<file path="config.mk">
export PLATFORM = sky130hd
export DESIGN_NAME = full_adder
export DESIGN_NICKNAME = d
export VERILOG_FILES = /design/src/rtl/adder_pkg.sv /design/src/rtl/fa_cell.sv /design/src/rtl/full_adder.sv
export SDC_FILE = /design/constraint.sdc
export NUM_CORES = 1
export LEC_CHECK = 0
export CAP_MARGIN = 20
export CORE_AREA = 2 2 39 41
export DETAILED_ROUTE_END_ITERATION = 8
export DIE_AREA = 0 0 41 43
export SYNTH_ARGS = -nofsm -noshare
export SYNTH_HDL_FRONTEND = slang
export SYNTH_HIERARCHICAL = 1
export SYNTH_SLANG_ARGS = --single-unit
</file>
<file path="constraint.sdc">
create_clock -name clk -period 1.9 [get_ports clk]
set_input_delay 0.38 -clock clk [delete_from_list [all_inputs] [get_ports clk]]
set_output_delay 0.38 -clock clk [all_outputs]
set_load 0.02 [all_outputs]
</file>
<file path="src/rtl/adder_pkg.sv">
// adder_pkg: shared constants, result type and bit-level helper for the adder slice
package adder_pkg;

    localparam int DEFAULT_WIDTH = 1;

    typedef struct packed {
        logic cout;
        logic sum;
    } bit_res_t;

    function automatic bit_res_t fa_eval(input logic a, input logic b, input logic c);
        return '{cout: (a & b) | (a & c) | (b & c), sum: a ^ b ^ c};
    endfunction

endpackage

</file>
<file path="src/rtl/fa_cell.sv">
// fa_cell: combinational 1-bit full adder, one link of the ripple chain
module fa_cell
    import adder_pkg::*;
(
    input  logic a,
    input  logic b,
    input  logic cin,
    output logic sum,
    output logic cout
);

    bit_res_t r;

    assign r    = fa_eval(a, b, cin);
    assign sum  = r.sum;
    assign cout = r.cout;

endmodule

</file>
<file path="src/rtl/full_adder.sv">
// full_adder: WIDTH-bit ripple-carry adder with optional output register and valid flag
module full_adder
    import adder_pkg::*;
#(
    parameter int WIDTH   = DEFAULT_WIDTH,
    parameter bit REG_OUT = 1'b1
) (
    input  logic             clk,
    input  logic             rst,
    input  logic [WIDTH-1:0] a,
    input  logic [WIDTH-1:0] b,
    input  logic             cin,
    input  logic             in_valid,
    output logic [WIDTH-1:0] sum,
    output logic             cout,
    output logic             out_valid
);

    typedef struct packed {
        logic             cout;
        logic [WIDTH-1:0] sum;
    } res_t;

    logic [WIDTH:0]   c;
    logic [WIDTH-1:0] s;
    res_t             comb_res;

    assign c[0] = cin;

    for (genvar i = 0; i < WIDTH; i++) begin : g_chain
        fa_cell u_cell (
            .a   (a[i]),
            .b   (b[i]),
            .cin (c[i]),
            .sum (s[i]),
            .cout(c[i+1])
        );
    end

    assign comb_res = '{cout: c[WIDTH], sum: s};

    if (REG_OUT) begin : g_reg
        res_t res_d, res_q;
        logic valid_d, valid_q;
        // capture a new result only when operands are valid; otherwise hold it
        always_comb begin
            res_d   = in_valid ? comb_res : res_q;
            valid_d = in_valid;
        end
        // output pipeline stage; reset discards any pending result immediately
        always_ff @(posedge clk or posedge rst) begin
            if (rst) begin
                res_q   <= '0;
                valid_q <= 1'b0;
            end else begin
                res_q   <= res_d;
                valid_q <= valid_d;
            end
        end
        assign sum       = res_q.sum;
        assign cout      = res_q.cout;
        assign out_valid = valid_q;
    end else begin : g_comb
        logic unused_clk_rst;
        assign unused_clk_rst = clk ^ rst;
        assign sum            = comb_res.sum;
        assign cout           = comb_res.cout;
        assign out_valid      = in_valid;
    end

endmodule

</file>
After elaboration in Yosys (flattened, before gate mapping)
Cells that the tools add are included.

Register bits: 3. Output and inout port bits: 3. Word-level logic and storage cells: 10.

Bitwise logic cells: 7.

Operator list (count): AND 1 bit (3); OR 1 bit (2); bitwise XOR 1 bit (2).

Longest topological paths before layout
Gate-level depths: netlist of the first run.

Depth in word-level cells: 3. Mapped depth: 2. Depth with buffers taken out: 2.

Cells and area by module
Netlist of the first run, hierarchy kept.

Modules (own cells, without submodules): full_adder (times used 1, cells each 6, area an instance 101.3 um2, seq. area each 75.1 um2); fa_cell (times used 1, cells each 1, area an instance 20.0 um2, seq. area each 0.0 um2).

Worst setup path before layout of the first run
OpenSTA, ideal clock, no wires.

Kind: in2reg. From: in a. To: reg g_reg.res_q (netlist bit sum). Arrival time: 1081 ps. Data required time: 1775 ps. Slack: 694 ps. Stages on the path: 2. Path buffers: 0. Cell sequence: fa_1 mux2_2.

Word-level cells in the longest chain between the ends: 2.

RTL lines: from (decl) (line full_adder.sv:10) `input logic [WIDTH-1:0] a,`; bitwise XOR 1 bit (2 in series) (line adder_pkg.sv:12) `return '{cout: (a & b) | (a & c) | (b & c), sum: a ^ b ^ c};`; to (signal assigned) (line full_adder.sv:56) `res_q <= res_d;`; to (decl) (line full_adder.sv:43) `res_t res_d, res_q;`.

No other way between the ends. A chain may end at the register's enable or synchronous reset.

Final worst setup path of the first run
From: reg g_reg.res_q (netlist bit cout). To: out cout.

RTL lines: to (decl) (line full_adder.sv:15) `output logic cout,`.

No word-level cell between the ends.

==> results.cfg, run 1 <==
[worst_hold_path]
hold_path_class = input pin to asynchronous set/reset pin

[logic_synthesis]
synth_top_family_by_area = multiplexers
synth_mux_area_share_pct = 18.6
postSynthAreaPerCell_um2 = 17.3
synthSimpleGateAreaFrac_pct = 0
synth_compound_area_share_pct = 0
yosys.area.top_type = dfrtp_1
synth_adder_area_share_pct = 16.5
syn_nets = 14
synth-xor-area-share_pct = 0
synth.area.top_cells = dfrtp_1 (62%), mux2_2 (19%), fa_1 (16%)
yosysSeqAreaShare_pct = 61.9
ys_ff_latch = 3
synth_top_area_share_pct = 61.9
ys_types = 4
yosysWarnings = 6
netlist_area_um2 = 121
syn_inst = 7

[global_routing]
grt_pass1_vias = 140
grt-ovfl-total = 0
antenna_found_initial = 0
grt_pass1_wl_um = 510
grtUsageTotal_pct = 5.73
grt_max_degree = 4

[setup_path]
rr_worst_depth = 1
slowest_delay_ps = 600
critPathKind = register to primary output
reg2reg_slack_ps = 1160
worst-path-buf-inv = 1
crit_path_start_kind = register
crit_chain = clkdlybuf4s50_1
regToRegEndpoint = cout$_DFFE_PP0P_
worstPathMaxFanout = 2
reg2reg_from = cout$_DFFE_PP0P_
arrival_ps = 1170
cpLargestDelayFamily = buffers and inverters
end_kind = primary output
cp.depth = 1
slowest_stage = clkdlybuf4s50_1
required_ps = 1520

[drt]
via_count = 95
first_pass_iters = 2
drc = 0
ant_nets = 0
avgViaCountPerCell = 2.71
wl_um = 284
drtIter0Drc = 1
wl_per_cell_um = 8.11

[pwr]
ir_drop_mv = 0.152
power_leakage_uw = 0.000102
power_density_nw_per_um2 = 955

[sta]
setup_viol_count_final = 0
maxSlewViolCount = 0
fin_skew_ps = 0
rsz0062_at_grt = no
worst_slew_pin_slew_ps = 213
period_minus_slack_ps = 1550
final-hold-violation-count = 0
post-route-period-util_pct = 81.3
fin_setup_tns_ps = 0
slew_headroom_pct = 85.8
fmaxAchievable_ghz = 0.647

[final_layout]
final_area_um2 = 248
insertedDiodeCount = 0
layout-drive-gt1-share_pct = 26.3
fin_cells = 35
fin_nets = 27
final_common_cell = clkdlybuf4s50_1
final_cell_mix = clkdlybuf4s50_1 (8), clkbuf_4 (3), dfrtp_1 (3)
area_growth_pct = 104

[die]
ioPinCount = 9
dieHeight_um = 43
dieArea_um2 = 1760
die_w_um = 41
rows = 14
core_um2 = 1380
start_util_pct = 8.77

[run]
max_cap_viol_count = 0

[clock_tree]
post_cts_resize_count = 0
cts_setup_buffers = 0
cts_max_level = 1
clk_pin_slew_ps = 40
clk_path_buf_depth = 2
cts_inserted_buffers = 3
root_buffer = clkbuf_4
clock-sinks = 3
clk_latency_ps = 230
postCtsHoldBufs = 0
cts_tree = built

[placement]
place_area_um2 = 221
placed_cells = 31
finalWeightedCongestion = 0.517
io_buffers = 8

[outcome]
status = finished clean
[synth_stat cells]
master	count
mux2_2	2
inv_1	1
fa_1	1
dfrtp_1	3
[where the power goes]
part	switching, µW	internal, µW	total, µW
Clock	33.1	78.7	112
Combinational	19.8	29.3	49.2
Sequential	3.45	72.3	75.7
[worst max path at each step]
| stage | slack, ps | from | end |
|---|---|---|---|
| 4_1_cts | 340 | cout$_DFFE_PP0P_ | cout |
| 2_1_floorplan | 690 | a | sum$_DFFE_PP0P_ |
| 3_5_place_dp | 220 | b | sum$_DFFE_PP0P_ |
| 6_report | 350 | cout$_DFFE_PP0P_ | cout |
| 5_1_grt | 290 | cout$_DFFE_PP0P_ | cout |
| 3_3_place_gp | 240 | a | sum$_DFFE_PP0P_ |
[cell families after synthesis]
family | Yosys count
buffers and inverters | 1
DFF | 3
adders and majority gates | 1
muxes | 2
[registers in the layout, indices dropped and copies added, names as in the netlist]
name,count
out_valid,1
sum,1
cout,1
[per-layer routing]
metal	track usage, %	wire length [µm]
met5	0	0
met4	8.00	0
met3	7.33	67
met2	5.00	95
met1	4.84	121
[stage by stage]
stage               hold slack, ps  worst slack (ps)  util, %  total power, µW
floorplan                      134               694        -             96.3
CTS                            315               336     17.9              244
global placement               489               240     16.0              125
finish                         316               355     17.9              237
detailed placement             504               216     16.0              127
global route                   321               286     17.9              256
[cell type report]
type / instances / area (µm²)
tap: 16 / 20.0
clock buffer: 4 / 26.3
fill: 152 / 1140
sequential: 3 / 75.1
multi-input combinational: 3 / 42.5
inverter: 1 / 3.75
timing repair buffer: 8 / 80.1
Note: power is estimated with default switching activity, not from simulation.
==> run 2: changes to the inputs <==
==> constraint.sdc (replaced) <==
create_clock -name clk -period 1.5 [get_ports clk]
set_input_delay 0.3 -clock clk [delete_from_list [all_inputs] [get_ports clk]]
set_output_delay 0.3 -clock clk [all_outputs]
set_load 0.02 [all_outputs]
==> run 2 against run 1 <==
Compared with the run above:
- largest power group unchanged
- combinational power rose by 23%
- clock-buffer cell count did not move
- highest routed layer unchanged
- register-to-register slack got worse by 400 ps
- non-clock buffer count did not move
- sequential power rose by 26%
==> results.cfg, run 2 (synthesized netlist as in run 1, its figures left out) <==
[sta]
worst_slew_pin_slew_ps = 225
fmaxAchievable_ghz = 0.695
slew_headroom_pct = 85.0
setup_viol_count_final = 0
fin_skew_ps = 0
post-route-period-util_pct = 95.9
maxSlewViolCount = 0
final-hold-violation-count = 0
rsz0062_at_grt = no
period_minus_slack_ps = 1440

[pwr]
power_density_nw_per_um2 = 1180
power_leakage_uw = 0.000120
ir_drop_mv = 0.192
power_uw = 298

[setup_path]
cp.depth = 1
end_kind = primary output
slowest_delay_ps = 590
crit_path_start_kind = register
arrival_ps = 1140
rr_worst_depth = 1
crit_chain = clkdlybuf4s50_1
crit_start = out_valid$_DFF_PP0_
endpoint = out_valid
required_ps = 1200
slowest_stage = clkdlybuf4s50_1
regToRegEndpoint = cout$_DFFE_PP0P_
cpLargestDelayFamily = buffers and inverters
reg2reg_from = cout$_DFFE_PP0P_
worst-path-buf-inv = 1
worstPathMaxFanout = 1
reg2reg_slack_ps = 760
critPathKind = register to primary output

[clock_tree]
post_cts_resize_count = 0
cts_max_level = 1
clk_latency_ps = 230
postCtsHoldBufs = 0
root_buffer = clkbuf_4
clk_path_buf_depth = 2
clock-sinks = 3
cts_inserted_buffers = 3
cts_setup_buffers = 0
clk_pin_slew_ps = 40
cts_tree = built

[final_layout]
insertedDiodeCount = 0
fin_nets = 27
final_cell_mix = clkdlybuf4s50_1 (6), clkbuf_4 (3), dfrtp_1 (3)
area_growth_pct = 108
final_area_um2 = 253
layout-drive-gt1-share_pct = 26.3
final_common_cell = clkdlybuf4s50_1

[drt]
first_pass_iters = 2
wl_um = 287
drtIter0Drc = 1
avgViaCountPerCell = 2.71
ant_nets = 0
via_count = 95
wl_per_cell_um = 8.20
drc = 0

[placement]
finalWeightedCongestion = 0.517
place_area_um2 = 221
io_buffers = 8

[die]
die_w_um = 41
core_um2 = 1380
dieArea_um2 = 1760
rows = 14
dieHeight_um = 43
ioPinCount = 9
start_util_pct = 8.77

[global_routing]
grt_pass1_vias = 140
grt-ovfl-total = 0
grtUsageTotal_pct = 5.73
antenna_found_initial = 0
grt_max_degree = 4
grt_pass1_wl_um = 510

[run]
max_cap_viol_count = 0

[worst_hold_path]
hold_path_class = input pin to asynchronous set/reset pin

[outcome]
status = finished clean
run 2: worst min path at each step:
| stage | start | to | slack [ps] | depth (start not counted) |
|---|---|---|---|---|
| 2_1_floorplan | rst | cout$_DFFE_PP0P_ | 50 | 1 |
| 3_3_place_gp | rst | out_valid$_DFF_PP0_ | 470 | 2 |
| 3_5_place_dp | rst | sum$_DFFE_PP0P_ | 480 | 2 |
| 4_1_cts | rst | sum$_DFFE_PP0P_ | 240 | 2 |
| 5_1_grt | rst | cout$_DFFE_PP0P_ | 240 | 2 |
| 6_report | rst | sum$_DFFE_PP0P_ | 240 | 2 |
run 2: routing by layer:
metal	wire [µm]	vias to the layer above	GRT usage [%]
li1	-	45	-
met1	128	39	4.84
met2	96	11	5.00
met3	63	0	7.33
met4	0	0	8.00
met5	0	-	0
run 2: report_power, final:
part	total, µW	switching, µW	internal (µW)
sequential	95.4	3.90	91.5
clock	142	41.9	99.7
combinational	60.5	25.2	35.3
total	298	71.0	227
run 2: per-stage QoR:
step,hold WS [ps],setup WS [ps],instances,setup TNS [ps],utilization (%)
after floorplan,53.6,374,7,0,-
after global placement,473,-79.5,31,-111,16.0
after detailed placement,479,-104,31,-137,16.0
after CTS,235,16.1,35,0,17.9
after global routing,241,11.6,35,0,18.3
final,236,61.8,35,0,18.3
run 2: layout make-up:
type	count	area, µm²
fillers	150	1130
multi-input cells	3	42.5
flip-flops and latches	3	75.1
inverters	1	3.75
repair buffers	8	85.1
clock buffers	4	26.3
well taps	16	20.0
==> run 3: changes to the inputs <==
--- a/config.mk
+++ b/config.mk
@@ -9,6 +9,7 @@
 export CORE_AREA = 2 2 39 41
 export DETAILED_ROUTE_END_ITERATION = 8
 export DIE_AREA = 0 0 41 43
+export DONT_BUFFER_PORTS = 1
 export SYNTH_ARGS = -nofsm -noshare
 export SYNTH_HDL_FRONTEND = slang
 export SYNTH_HIERARCHICAL = 1
==> run 3 against run 2 <==
Compared with the run above:
- sequential power up 16%
- power down 9.3%
- register-to-register slack worse by 110 ps
- final cell count down 20%
- final area down 30%
- non-clock buffer count down 7
- worst hold slack worse by 140 ps
- sequential share of layout area up 13 points
- clock skew unchanged
- clock-buffer cell count unchanged
- critical path depth down 1
- critical path type unchanged
==> results.cfg, run 3 (synthesized netlist as in run 1, its figures left out) <==
[sta]
period_minus_slack_ps = 978
final-hold-violation-count = 0
fin_setup_tns_ps = 0
setup_viol_count_final = 0
post-route-period-util_pct = 65.2
fin_skew_ps = 0
fmaxAchievable_ghz = 1.02
maxSlewViolCount = 0
worst_slack_ps = 522
worst_slew_pin_slew_ps = 220
slew_headroom_pct = 85.4
rsz0062_at_grt = no

[placement]
dpl_worst_slack_ps = 347
place_area_um2 = 141
finalWeightedCongestion = 0.505
io_buffers = 0
placed_cells = 23

[worst_hold_path]
hold_path_class = input pin to register

[pwr]
power_leakage_uw = 0.0000747
p_comb_share_pct = 6.0
power_density_nw_per_um2 = 1520
ir_drop_mv = 0.114
switching_share_pct = 25.0
pwr-share-seq_pct = 41.0
power.internal_uw = 202
power.share.clock_pct = 53.0
switchingPower_uw = 67.5

[die]
ioPinCount = 9
start_util_pct = 8.77
dieArea_um2 = 1760
rows = 14
dieHeight_um = 43
die_w_um = 41
core_um2 = 1380

[final_layout]
fin_cells = 28
insertedDiodeCount = 0
final_cell_mix = clkbuf_4 (3), dfrtp_1 (3), mux2_2 (2)
layout-drive-gt1-share_pct = 41.7
final-seq-area_um2 = 75.1
final_area_um2 = 178
fin_nets = 20
multiInputGateArea_um2 = 42.5
area_growth_pct = 46.4
fillers = 155

[global_routing]
grt_pass1_wl_um = 414
antenna_found_initial = 0
grt_max_degree = 4
grt_pass1_vias = 95
grtUsageTotal_pct = 5.12
grt-ovfl-total = 0

[setup_path]
critPathKind = register to primary output
worstPathMaxFanout = 2
reg2reg_slack_ps = 650
required_ps = 1200
end_kind = primary output
arrival_ps = 680
crit_path_start_kind = register

[drt]
drtIter0Drc = 2
ant_nets = 0
wl_um = 307
wl_per_cell_um = 11.0
first_pass_iters = 2
drc = 0
via_count = 77
avgViaCountPerCell = 2.75

[clock_tree]
clk_path_buf_depth = 2
clk_pin_slew_ps = 40
clk_latency_ps = 230
root_buffer = clkbuf_4
clock-sinks = 3
cts_inserted_buffers = 3
cts_max_level = 1
cts_tree = built

[outcome]
status = finished clean

[run]
max_cap_viol_count = 0
run 3: cell count changes in the layout (fill, tap and decap cells not counted), sizes merged:
cell and delta:
dlygate4sd3 +1, clkdlybuf4s50 -6, dlymetal6s2s -2
run 3: path summary, 6_finish.rpt:
check / start / cells after the start / endpoint
max: sum$_DFFE_PP0P_ / 0 / sum
min: in_valid / 0 / out_valid$_DFF_PP0_
max reg2reg: sum$_DFFE_PP0P_ / 1 / sum$_DFFE_PP0P_
min reg2reg: cout$_DFFE_PP0P_ / 1 / cout$_DFFE_PP0P_
max in group asynchronous: rst / 2 / sum$_DFFE_PP0P_
min in group asynchronous: rst / 2 / cout$_DFFE_PP0P_
run 3: area by class of cell:
cell class | count | area share [%]
timing repair buffer | 1 | 5.63
clock buffer | 4 | 14.8
inverter | 1 | 2.11
multi-input combinational | 3 | 23.9
sequential | 3 | 42.3
tap | 16 | 11.3
run 3: layer usage:
layer / wire (µm) / vias up / global-route usage, % / share of wire, %
met4: 0 / 0 / 8.00 / 0
met3: 116 / 0 / 11.0 / 38
met1: 78 / 37 / 1.61 / 25
met5: 0 / - / 0 / 0
met2: 112 / 9 / 4.06 / 36
li1: - / 31 / - / -
run 3: what timing repair did:
action	CTS	global route
setup endpoints to repair	0	0
setup buffers	0	0
resized for setup	0	0
endpoints found under the hold margin	3	0
hold buffers	1	0
run 3: stage by stage:
stage / utilization [%] / hold slack (ps) / total power [µW]
floorplan: - / 53.6 / 122
global placement: 10.2 / 56.2 / 124
detailed placement: 10.2 / 64.9 / 127
CTS: 12.8 / 84.3 / 279
global route: 12.8 / 78.2 / 290
finish: 12.8 / 94.5 / 270
run 3: power groups by stage:
stage                     registers (µW)  clock network (µW)  logic (µW)
final                                111                 143        16.1
after global routing                 112                 159        19.2
after CTS                            111                 151        16.6
after detailed placement             113                   0        14.4
after global placement               112                   0        12.8
after floorplan                      110                   0        12.0
